### src/rtl/vga_timing_gen.sv
// rtl/vga_timing_gen.sv - VGA raster timing generator with registered sync/RGB output stage
//
// Ports:
//   clk          single clock, rising edge
//   rst          synchronous active-high reset
//   pix_en       pixel-rate enable; counters and output stage advance only when high
//   pixel_on     lit/unlit result from display logic for the current pixel_x/pixel_y
//   pixel_x      horizontal count, 0..H_TOTAL-1
//   pixel_y      vertical count, 0..V_TOTAL-1
//   video_on     current coordinates lie inside the visible area (combinational)
//   frame_start  pix_en cycle presenting (0,0)
//   hsync/vsync  registered sync outputs, aligned with rgb
//   rgb          registered RGB444 colour, one pix_en cycle behind the coordinates
//
// Parameter limits: H_TOTAL <= 2048 and V_TOTAL <= 1024 so the counters cannot overflow.
module vga_timing_gen #(
    parameter int          H_VISIBLE = 800,
    parameter int          H_FRONT   = 56,
    parameter int          H_SYNC    = 120,
    parameter int          H_BACK    = 64,
    parameter int          V_VISIBLE = 600,
    parameter int          V_FRONT   = 37,
    parameter int          V_SYNC    = 6,
    parameter int          V_BACK    = 23,
    parameter logic        SYNC_POL  = 1'b1,
    parameter logic [11:0] FG_COLOR  = 12'hFFF,
    parameter logic [11:0] BG_COLOR  = 12'h000
) (
    input  logic        clk,
    input  logic        rst,
    input  logic        pix_en,
    input  logic        pixel_on,
    output logic [10:0] pixel_x,
    output logic [9:0]  pixel_y,
    output logic        video_on,
    output logic        frame_start,
    output logic        hsync,
    output logic        vsync,
    output logic [11:0] rgb
);

    localparam int H_TOTAL      = H_VISIBLE + H_FRONT + H_SYNC + H_BACK;
    localparam int V_TOTAL      = V_VISIBLE + V_FRONT + V_SYNC + V_BACK;
    localparam int H_SYNC_START = H_VISIBLE + H_FRONT;
    localparam int H_SYNC_END   = H_SYNC_START + H_SYNC;
    localparam int V_SYNC_START = V_VISIBLE + V_FRONT;
    localparam int V_SYNC_END   = V_SYNC_START + V_SYNC;

    logic        h_last;
    logic        v_last;
    logic        hsync_c;
    logic        vsync_c;
    logic [11:0] rgb_c;

    // Comparisons are done in 32-bit int so sync end bounds up to the
    // counter limits never truncate.
    assign h_last      = (int'(pixel_x) == H_TOTAL - 1);
    assign v_last      = (int'(pixel_y) == V_TOTAL - 1);
    assign video_on    = (int'(pixel_x) < H_VISIBLE) && (int'(pixel_y) < V_VISIBLE);
    assign frame_start = pix_en && (pixel_x == 11'd0) && (pixel_y == 10'd0);

    assign hsync_c = ((int'(pixel_x) >= H_SYNC_START) && (int'(pixel_x) < H_SYNC_END))
                     ? SYNC_POL : ~SYNC_POL;
    assign vsync_c = ((int'(pixel_y) >= V_SYNC_START) && (int'(pixel_y) < V_SYNC_END))
                     ? SYNC_POL : ~SYNC_POL;

    // pixel_on is only meaningful inside the visible area; blanking is forced black.
    assign rgb_c = video_on ? (pixel_on ? FG_COLOR : BG_COLOR) : 12'h000;

    always_ff @(posedge clk) begin
        if (rst) begin
            pixel_x <= 11'd0;
            pixel_y <= 10'd0;
            hsync   <= ~SYNC_POL;
            vsync   <= ~SYNC_POL;
            rgb     <= 12'h000;
        end else if (pix_en) begin
            if (h_last) begin
                pixel_x <= 11'd0;
                pixel_y <= v_last ? 10'd0 : pixel_y + 10'd1;
            end else begin
                pixel_x <= pixel_x + 11'd1;
            end
            hsync <= hsync_c;
            vsync <= vsync_c;
            rgb   <= rgb_c;
        end
    end

endmodule

### config.mk
export PLATFORM = sky130hd
export DESIGN_NAME = vga_timing_gen
export DESIGN_NICKNAME = d
export VERILOG_FILES = /design/src/rtl/vga_timing_gen.sv
export SDC_FILE = /design/constraint.sdc
export NUM_CORES = 1
export LEC_CHECK = 0
export BUFFER_PORTS_ARGS = -buffer_cell sky130_fd_sc_hd__buf_2
export CAP_MARGIN = 20
export CORE_ASPECT_RATIO = 1.1
export CORE_UTILIZATION = 40
export CTS_CLUSTER_DIAMETER = 50
export DETAILED_ROUTE_END_ITERATION = 16
export GPL_ROUTABILITY_DRIVEN = 0
export HOLD_SLACK_MARGIN = 0.1
export PLACE_DENSITY_LB_ADDON = 0.3
export SKIP_LAST_GASP = 1
export SYNTH_ARGS = -nofsm -noshare
export SYNTH_HDL_FRONTEND = slang
export SYNTH_SLANG_ARGS = --single-unit
export TNS_END_PERCENT = 20
### constraint.sdc
create_clock -name clk -period 3.35 [get_ports clk]
set_input_delay 0.1675 -clock clk [delete_from_list [all_inputs] [get_ports clk]]
set_output_delay 0.1675 -clock clk [all_outputs]
set_load 0.02 [all_outputs]
==> flow_summary.toml, run 1 <==
[layout]
antennaDiodeCount = 0
mostFrequentLayoutCell = "sky130_fd_sc_hd__buf_2"
final_cell_mix = "sky130_fd_sc_hd__buf_2 (40), sky130_fd_sc_hd__dfxtp_1 (24), sky130_fd_sc_hd__nor2_1 (22), sky130_fd_sc_hd__nand2_1 (12)"
final_cell_count_no_fill = 241
fin_nets = 204
drive_gt1_share_pct = 25.4
area_delta_synth_final_pct = 13.4
layout.cell_area.non_filler_mm2 = 0.00160
layout.core_utilization_pct = 47.5

[worst_setup_path]
setup.worst_path.start_class = "register"
worst-setup-path-type = "reg2out"
crit_path_end_kind = "output pin"
ff2ff_setup_slack_ns = 1.50
crit_start = "pixel_y[5]$_SDFFE_PP0P_"
worst_r2r_startpoint = "pixel_x[0]$_SDFFE_PP0P_"
worstPathMaxFanout = 8
cp_data_required_time_ns = 3.18
critical_path_arrival_ns = 1.83

[outcome]
result_of_the_run = "completed"

[logic_synthesis]
ys_warn_count = 0
async_flop_share_pct = 0
yosys_register_bits = 24
seq_area_frac_synth_pct = 34.2
synthCells = 165
post_synth.cell_area_avg_um2 = 8.52
dominantRegCellSynth = "sky130_fd_sc_hd__dfxtp_1"
synth_enable_flop_cells = 0
synthesized_netlist_net_count = 175
synth_cell_type_count = 38
mappedNetlistArea_mm2 = 0.00141

[drt]
post_drt_via_cell_ratio = 5.14
post_drt_wl_per_cell_um = 12.7
routed-via-count = 1238
count_of_nets_left_with_antenna_violations_after_detail_routing = 0
drc_errors = 0
iteration_0_drc_markers = 55
totalWireLength_um = 3070
firstDrtPassIters = 4

[floorplanning]
dieWidth_um = 58.5
initial_core_util_pct = 41.9
floorplan.io_pins = 41
design.die.area_mm2 = 0.00376
die_h_um = 64.2
coreArea_mm2 = 0.00336
floorplan_row_count = 22

[power]
p_seq_share_pct = 59.0
post-layout-total-power_mw = 0.498
pwr_density_cell_mw_per_mm2 = 312
combPwrFrac_pct = 10.3
p_leak_nw = 0.702
sw_frac_of_total_pct = 25.2
power.clock.fraction_pct = 30.8
ir_drop_worst_vdd_mv = 0.143
intPower_mw = 0.373
switchingPower_mw = 0.125

[placed_design]
place_inst = 236
hpwl_um = 2330
postPlaceCellArea_mm2 = 0.00155
preCtsSetupSlack_ns = 1.54
io_buffers = 40

[global_routing]
most_utilized_layer_in_the_global_route_result = "met2"
gr-usage-all-layers_pct = 17.8
grt_start_max_net_pins = 14
grtUsageMet2_pct = 29.2
grt_first_pass_wirelength_um = 5220
grt.met1_usage_pct = 23.1
grt_remaining_overflow = 0
initial_antenna_violation_count = 0
via_count_of_the_first_global_routing_pass = 1137
grt.met3_usage_pct = 3.04

[cts]
clock_path_buffers = 2
numClockSinks = 24
post-cts-setup-buffers = 0
clock_tree_root_buffer_cell = "sky130_fd_sc_hd__clkbuf_4"
holdBufCountCts = 1
clk_lat_worst_skew_ns = 0.31
cts_repair_resize_count = 0
tritoncts.num_buffers = 3
cts.htree.levels = 1
cts.clk_slew.worst_paths_ns = 0.13
tritoncts_clock_tree = "yes"

[worst_hold_path]
worst_hold_startpoint = "pixel_on"
worst_min_delay_path_class = "in2reg"

[sta]
rsz_0062_raised_after_global_routing = "no"
timing.max_slew.rel_slack_pct = 66.7
drv_slew = 0
final.setup.tns_ns = 0
postLayoutSetupSlackWorst_ns = 1.36
fmax_ghz = 0.502
worst_hold_slack_ns = 0.115
final_cycle_share_pct = 59.5
finalSetupViolCount = 0
report.final.hold_viol_count = 0
worst_clock_skew_ns = 0.00155
fin_crit_ns = 1.99
max_slew.worst_pin.slew_ns = 0.493

[run]
max_cap_violations = 0
-- worst max-delay path: stages (launching register included) --
cell and delay [ns]:
sky130_fd_sc_hd__dfxtp_1 0.39, sky130_fd_sc_hd__or3_1 0.40, sky130_fd_sc_hd__or3_1 0.33, sky130_fd_sc_hd__nor3_1 0.19, sky130_fd_sc_hd__buf_2 0.20
-- sequential cells by signal (all words and copies together) (netlist names) --
name,count
pixel_x,11
pixel_y,10
hsync,1
rgb,1
vsync,1
-- cells in the mapped netlist (all sizes together), types with 2 or more instances --
cell | n | area share, %
a21oi | 8 | 2.8
and3 | 3 | 1.3
and4 | 3 | 2.0
buf | 15 | 7.8
clkbuf | 2 | 0.53
dfxtp | 24 | 34
ha | 6 | 5.3
inv | 6 | 1.6
mux2i | 4 | 2.8
nand2 | 12 | 3.2
nand2b | 4 | 1.8
nand3 | 5 | 2.7
nand4 | 8 | 3.6
nor2 | 22 | 5.9
nor3 | 5 | 2.6
nor4 | 3 | 1.3
o21ai | 6 | 2.1
or3 | 4 | 1.8
xnor2 | 8 | 5.0
xor2 | 6 | 3.7
-- metal layers --
metal	part of all wire, %	vias up
li1	-	624
met1	47	581
met2	48	27
met3	3.5	6
met4	1.5	0
met5	0	-
-- cell families after synthesis --
| kind of cell | Yosys count | synth area share (%) |
|---|---|---|
| buffers and inverters | 23 | 9.96 |
| XOR/XNOR | 14 | 8.72 |
| AND/OR/NAND/NOR | 73 | 29.4 |
| multiplexers | 4 | 2.85 |
| adder cells (fa/ha/maj) | 6 | 5.34 |
| flip-flops | 24 | 34.2 |
| AO/OA/AOI/OAI | 21 | 9.61 |
-- path summary, 6_finish.rpt --
path                                                end  cells after the start
worst min register to register       vsync$_SDFFE_PP0P_                      1
worst max register to register  pixel_y[8]$_SDFFE_PP0P_                      5
worst min-delay path               rgb[10]$_SDFFE_PP0P_                      3
worst max-delay path                        frame_start                      4
-- power by group through the flow --
stage               Clock (mW)  Combinational (mW)  Sequential, mW
floorplan                    0              0.0382           0.304
global placement             0              0.0504           0.299
detailed placement           0              0.0509           0.300
CTS                      0.160              0.0519           0.294
global route             0.175              0.0559           0.295
finish                   0.153              0.0511           0.294
-- area by class of cell --
class,count,area [um2]
sequential,24,480
multi-input combinational,118,786
inverter,6,22.5
clock buffer,4,36.3
timing repair buffer,41,210
tap,48,60.1
fill,359,1760
No activity file was read; power rests on OpenSTA's default activity.
==> run 2: changes to the inputs <==
--- a/config.mk
+++ b/config.mk
@@ -5,6 +5,7 @@
 export SDC_FILE = /design/constraint.sdc
 export NUM_CORES = 1
 export LEC_CHECK = 0
+export ABC_AREA = 1
 export BUFFER_PORTS_ARGS = -buffer_cell sky130_fd_sc_hd__buf_2
 export CAP_MARGIN = 20
 export CORE_ASPECT_RATIO = 1.1
==> constraint.sdc (replaced) <==
create_clock -name clk -period 2 [get_ports clk]
set_input_delay 0.1 -clock clk [delete_from_list [all_inputs] [get_ports clk]]
set_output_delay 0.1 -clock clk [all_outputs]
set_load 0.02 [all_outputs]
==> run 2 against run 1 <==
Net effect: non-clock buffer count stayed put; combinational power grew 89%; area after synthesis is 15% higher; utilization increased by 2.2 points; via count increased by 25%; synthesized cell count increased by 48%; routed wire length up 22%; final area rose by 17%; total power rose by 110%; flip-flop and latch count unchanged; register-to-register slack worse by 1.0 ns; first-iteration DRC count up 40%; critical path type unchanged; critical endpoint unchanged.
==> flow_summary.toml, run 2 <==
[layout]
final_cell_count_no_fill = 325
mostFrequentLayoutCell = "sky130_fd_sc_hd__nand2_1"
largest_register_ffs = 11
fill_cells = 414
fin_nets = 286
antennaDiodeCount = 0
layout.cell_area.non_filler_mm2 = 0.00186
final_cell_mix = "sky130_fd_sc_hd__nand2_1 (54), sky130_fd_sc_hd__nor2_1 (40), sky130_fd_sc_hd__buf_2 (40), sky130_fd_sc_hd__inv_1 (28), sky130_fd_sc_hd__dfxtp_1 (24)"
drive_gt1_share_pct = 24.4
regMostFlops = "pixel_x"
area_of_the_multi_input_gates_um2 = 901
ff_latch_area_um2 = 480
area_delta_synth_final_pct = 15.1
reg.largest.list = "pixel_x x11, pixel_y x10"
layout.core_utilization_pct = 49.7

[outcome]
result_of_the_run = "completed"

[cts]
tritoncts_clock_tree = "yes"
tritoncts.num_buffers = 3
clock_path_buffers = 2
numClockSinks = 24
clk_lat_worst_skew_ns = 0.27
cts.clk_slew.worst_paths_ns = 0.09
cts.htree.levels = 1
clock_tree_root_buffer_cell = "sky130_fd_sc_hd__clkbuf_8"
post-cts-setup-buffers = 0

[worst_setup_path]
worstPathMaxFanout = 6
crit_path_end_kind = "output pin"
worst_r2r_startpoint = "pixel_x[0]$_SDFFE_PP0P_"
setup.worst_path.start_class = "register"
worst-setup-path-type = "reg2out"
critical_path_arrival_ns = 1.51
crit_start = "pixel_x[6]$_SDFFE_PP0P_"
cp_data_required_time_ns = 1.90

[drt]
drc_errors = 0
count_of_nets_left_with_antenna_violations_after_detail_routing = 0
post_drt_via_cell_ratio = 4.76
totalWireLength_um = 3760
firstDrtPassIters = 4
iteration_0_drc_markers = 77
routed-via-count = 1547
post_drt_wl_per_cell_um = 11.6

[placed_design]
postPlaceCellArea_mm2 = 0.00178
preCtsSetupSlack_ns = 0.511
io_buffers = 40
hpwl_um = 2860
place_inst = 320

[worst_hold_path]
worst_hold_startpoint = "rst"
worst_min_delay_path_class = "in2reg"

[floorplanning]
initial_core_util_pct = 43.2
design.die.area_mm2 = 0.00430
coreArea_mm2 = 0.00374
dieWidth_um = 62.6
floorplan_row_count = 23
floorplan.io_pins = 41
die_h_um = 68.7

[logic_synthesis]
ys_warn_count = 0
synth_cell_type_count = 31
synth_top_area_cell = "sky130_fd_sc_hd__dfxtp_1"
dominantRegCellSynth = "sky130_fd_sc_hd__dfxtp_1"
synthCells = 244
synthesized_netlist_net_count = 254
seq_area_frac_synth_pct = 29.7
yosys_register_bits = 24
fraction_of_post_synthesis_cell_area_in_the_top_cell_type_by_area_pct = 29.7
mappedNetlistArea_mm2 = 0.00162
yosys.cell_count.top_type = "sky130_fd_sc_hd__nand2_1"
async_flop_share_pct = 0
synth.top_cells.by_count = "sky130_fd_sc_hd__nand2_1 (54), sky130_fd_sc_hd__nor2_1 (40), sky130_fd_sc_hd__inv_1 (28)"
synth_enable_flop_cells = 0
post_synth.cell_area_avg_um2 = 6.62
cell_types_occupying_the_most_area_after_synthesis = "sky130_fd_sc_hd__dfxtp_1 (30%), sky130_fd_sc_hd__nand2_1 (13%), sky130_fd_sc_hd__nor2_1 (9.3%)"

[sta]
worst_clock_skew_ns = 0.00544
final.setup.tns_ns = 0
final_cycle_share_pct = 80.7
fmax_ghz = 0.619
fin_crit_ns = 1.61
max_slew.worst_pin.slew_ns = 0.308
drv_slew = 0
rsz_0062_raised_after_global_routing = "no"
worst_hold_slack_ns = 0.158
report.final.hold_viol_count = 0
finalSetupViolCount = 0
timing.max_slew.rel_slack_pct = 79.4
postLayoutSetupSlackWorst_ns = 0.386

[global_routing]
grt_first_pass_wirelength_um = 6120
via_count_of_the_first_global_routing_pass = 1350
grt_remaining_overflow = 0
gr-usage-all-layers_pct = 18.1
initial_antenna_violation_count = 0
grt_start_max_net_pins = 15

[power]
ir_drop_worst_vdd_mv = 0.284
post-layout-total-power_mw = 1.02
p_leak_nw = 0.901
pwr_density_cell_mw_per_mm2 = 550

[run]
max_cap_violations = 0
## run 2: final timing paths
check             cells past startpoint  slack [ns]                      end
hold / removal                        2        0.16       hsync$_SDFFE_PP0P_
setup / recovery                      6        0.39              frame_start
setup reg to reg                      8        0.48  pixel_y[1]$_SDFFE_PP0P_
hold reg to reg                       2        0.47       vsync$_SDFFE_PP0P_
## run 2: where the power goes
part | total, mW | internal, mW | switching (mW)
Combinational | 0.0968 | 0.0303 | 0.0664
Sequential | 0.490 | 0.482 | 0.00725
Clock | 0.436 | 0.268 | 0.168
Total | 1.02 | 0.781 | 0.242
## run 2: kinds of logic (layout without fill, tap and decap cells)
kind of cell               after synthesis  count (layout)  synth area share (%)
xor gates and xnor gates                 3               3                  1.63
AOI/OAI and AO/OA                       22              22                  8.06
DFF                                     24              24                  29.7
and+or+nand+nor                        140             140                  41.4
buffers and inverters                   49              80                  14.5
adders and majority gates                6               6                  4.65
## run 2: timing repair
item	4_1_cts	5_1_grt
endpoints found under the hold margin	1	0
hold buffers	1	0
setup endpoints to repair	0	0
resized for setup	0	0
## run 2: layer usage
layer / share of wire [%] / global-route usage (%) / vias up
met3: 3.4 / 2.96 / 7
met1: 46 / 21.8 / 692
met2: 49 / 32.7 / 29
met4: 1.3 / 6.98 / 0
li1: - / - / 819
met5: 0 / 0 / -
## run 2: critical path, stage by stage, from the launching register on
cell and delay, ns:
sky130_fd_sc_hd__dfxtp_1 0.37, sky130_fd_sc_hd__inv_2 0.11, sky130_fd_sc_hd__nand2_1 0.11, sky130_fd_sc_hd__nor2_4 0.16, sky130_fd_sc_hd__nand4_1 0.10, sky130_fd_sc_hd__nor3_1 0.20
sky130_fd_sc_hd__buf_2 0.20
## run 2: area by class of cell
| class | count | share of cell area (%) |
|---|---|---|
| well taps | 50 | 3.36 |
| repair buffers | 41 | 11.3 |
| clock buffers | 3 | 2.22 |
| inverters | 35 | 7.20 |
| clock inverters | 1 | 1.62 |
| flip-flops and latches | 24 | 25.8 |
| multi-input cells | 171 | 48.5 |
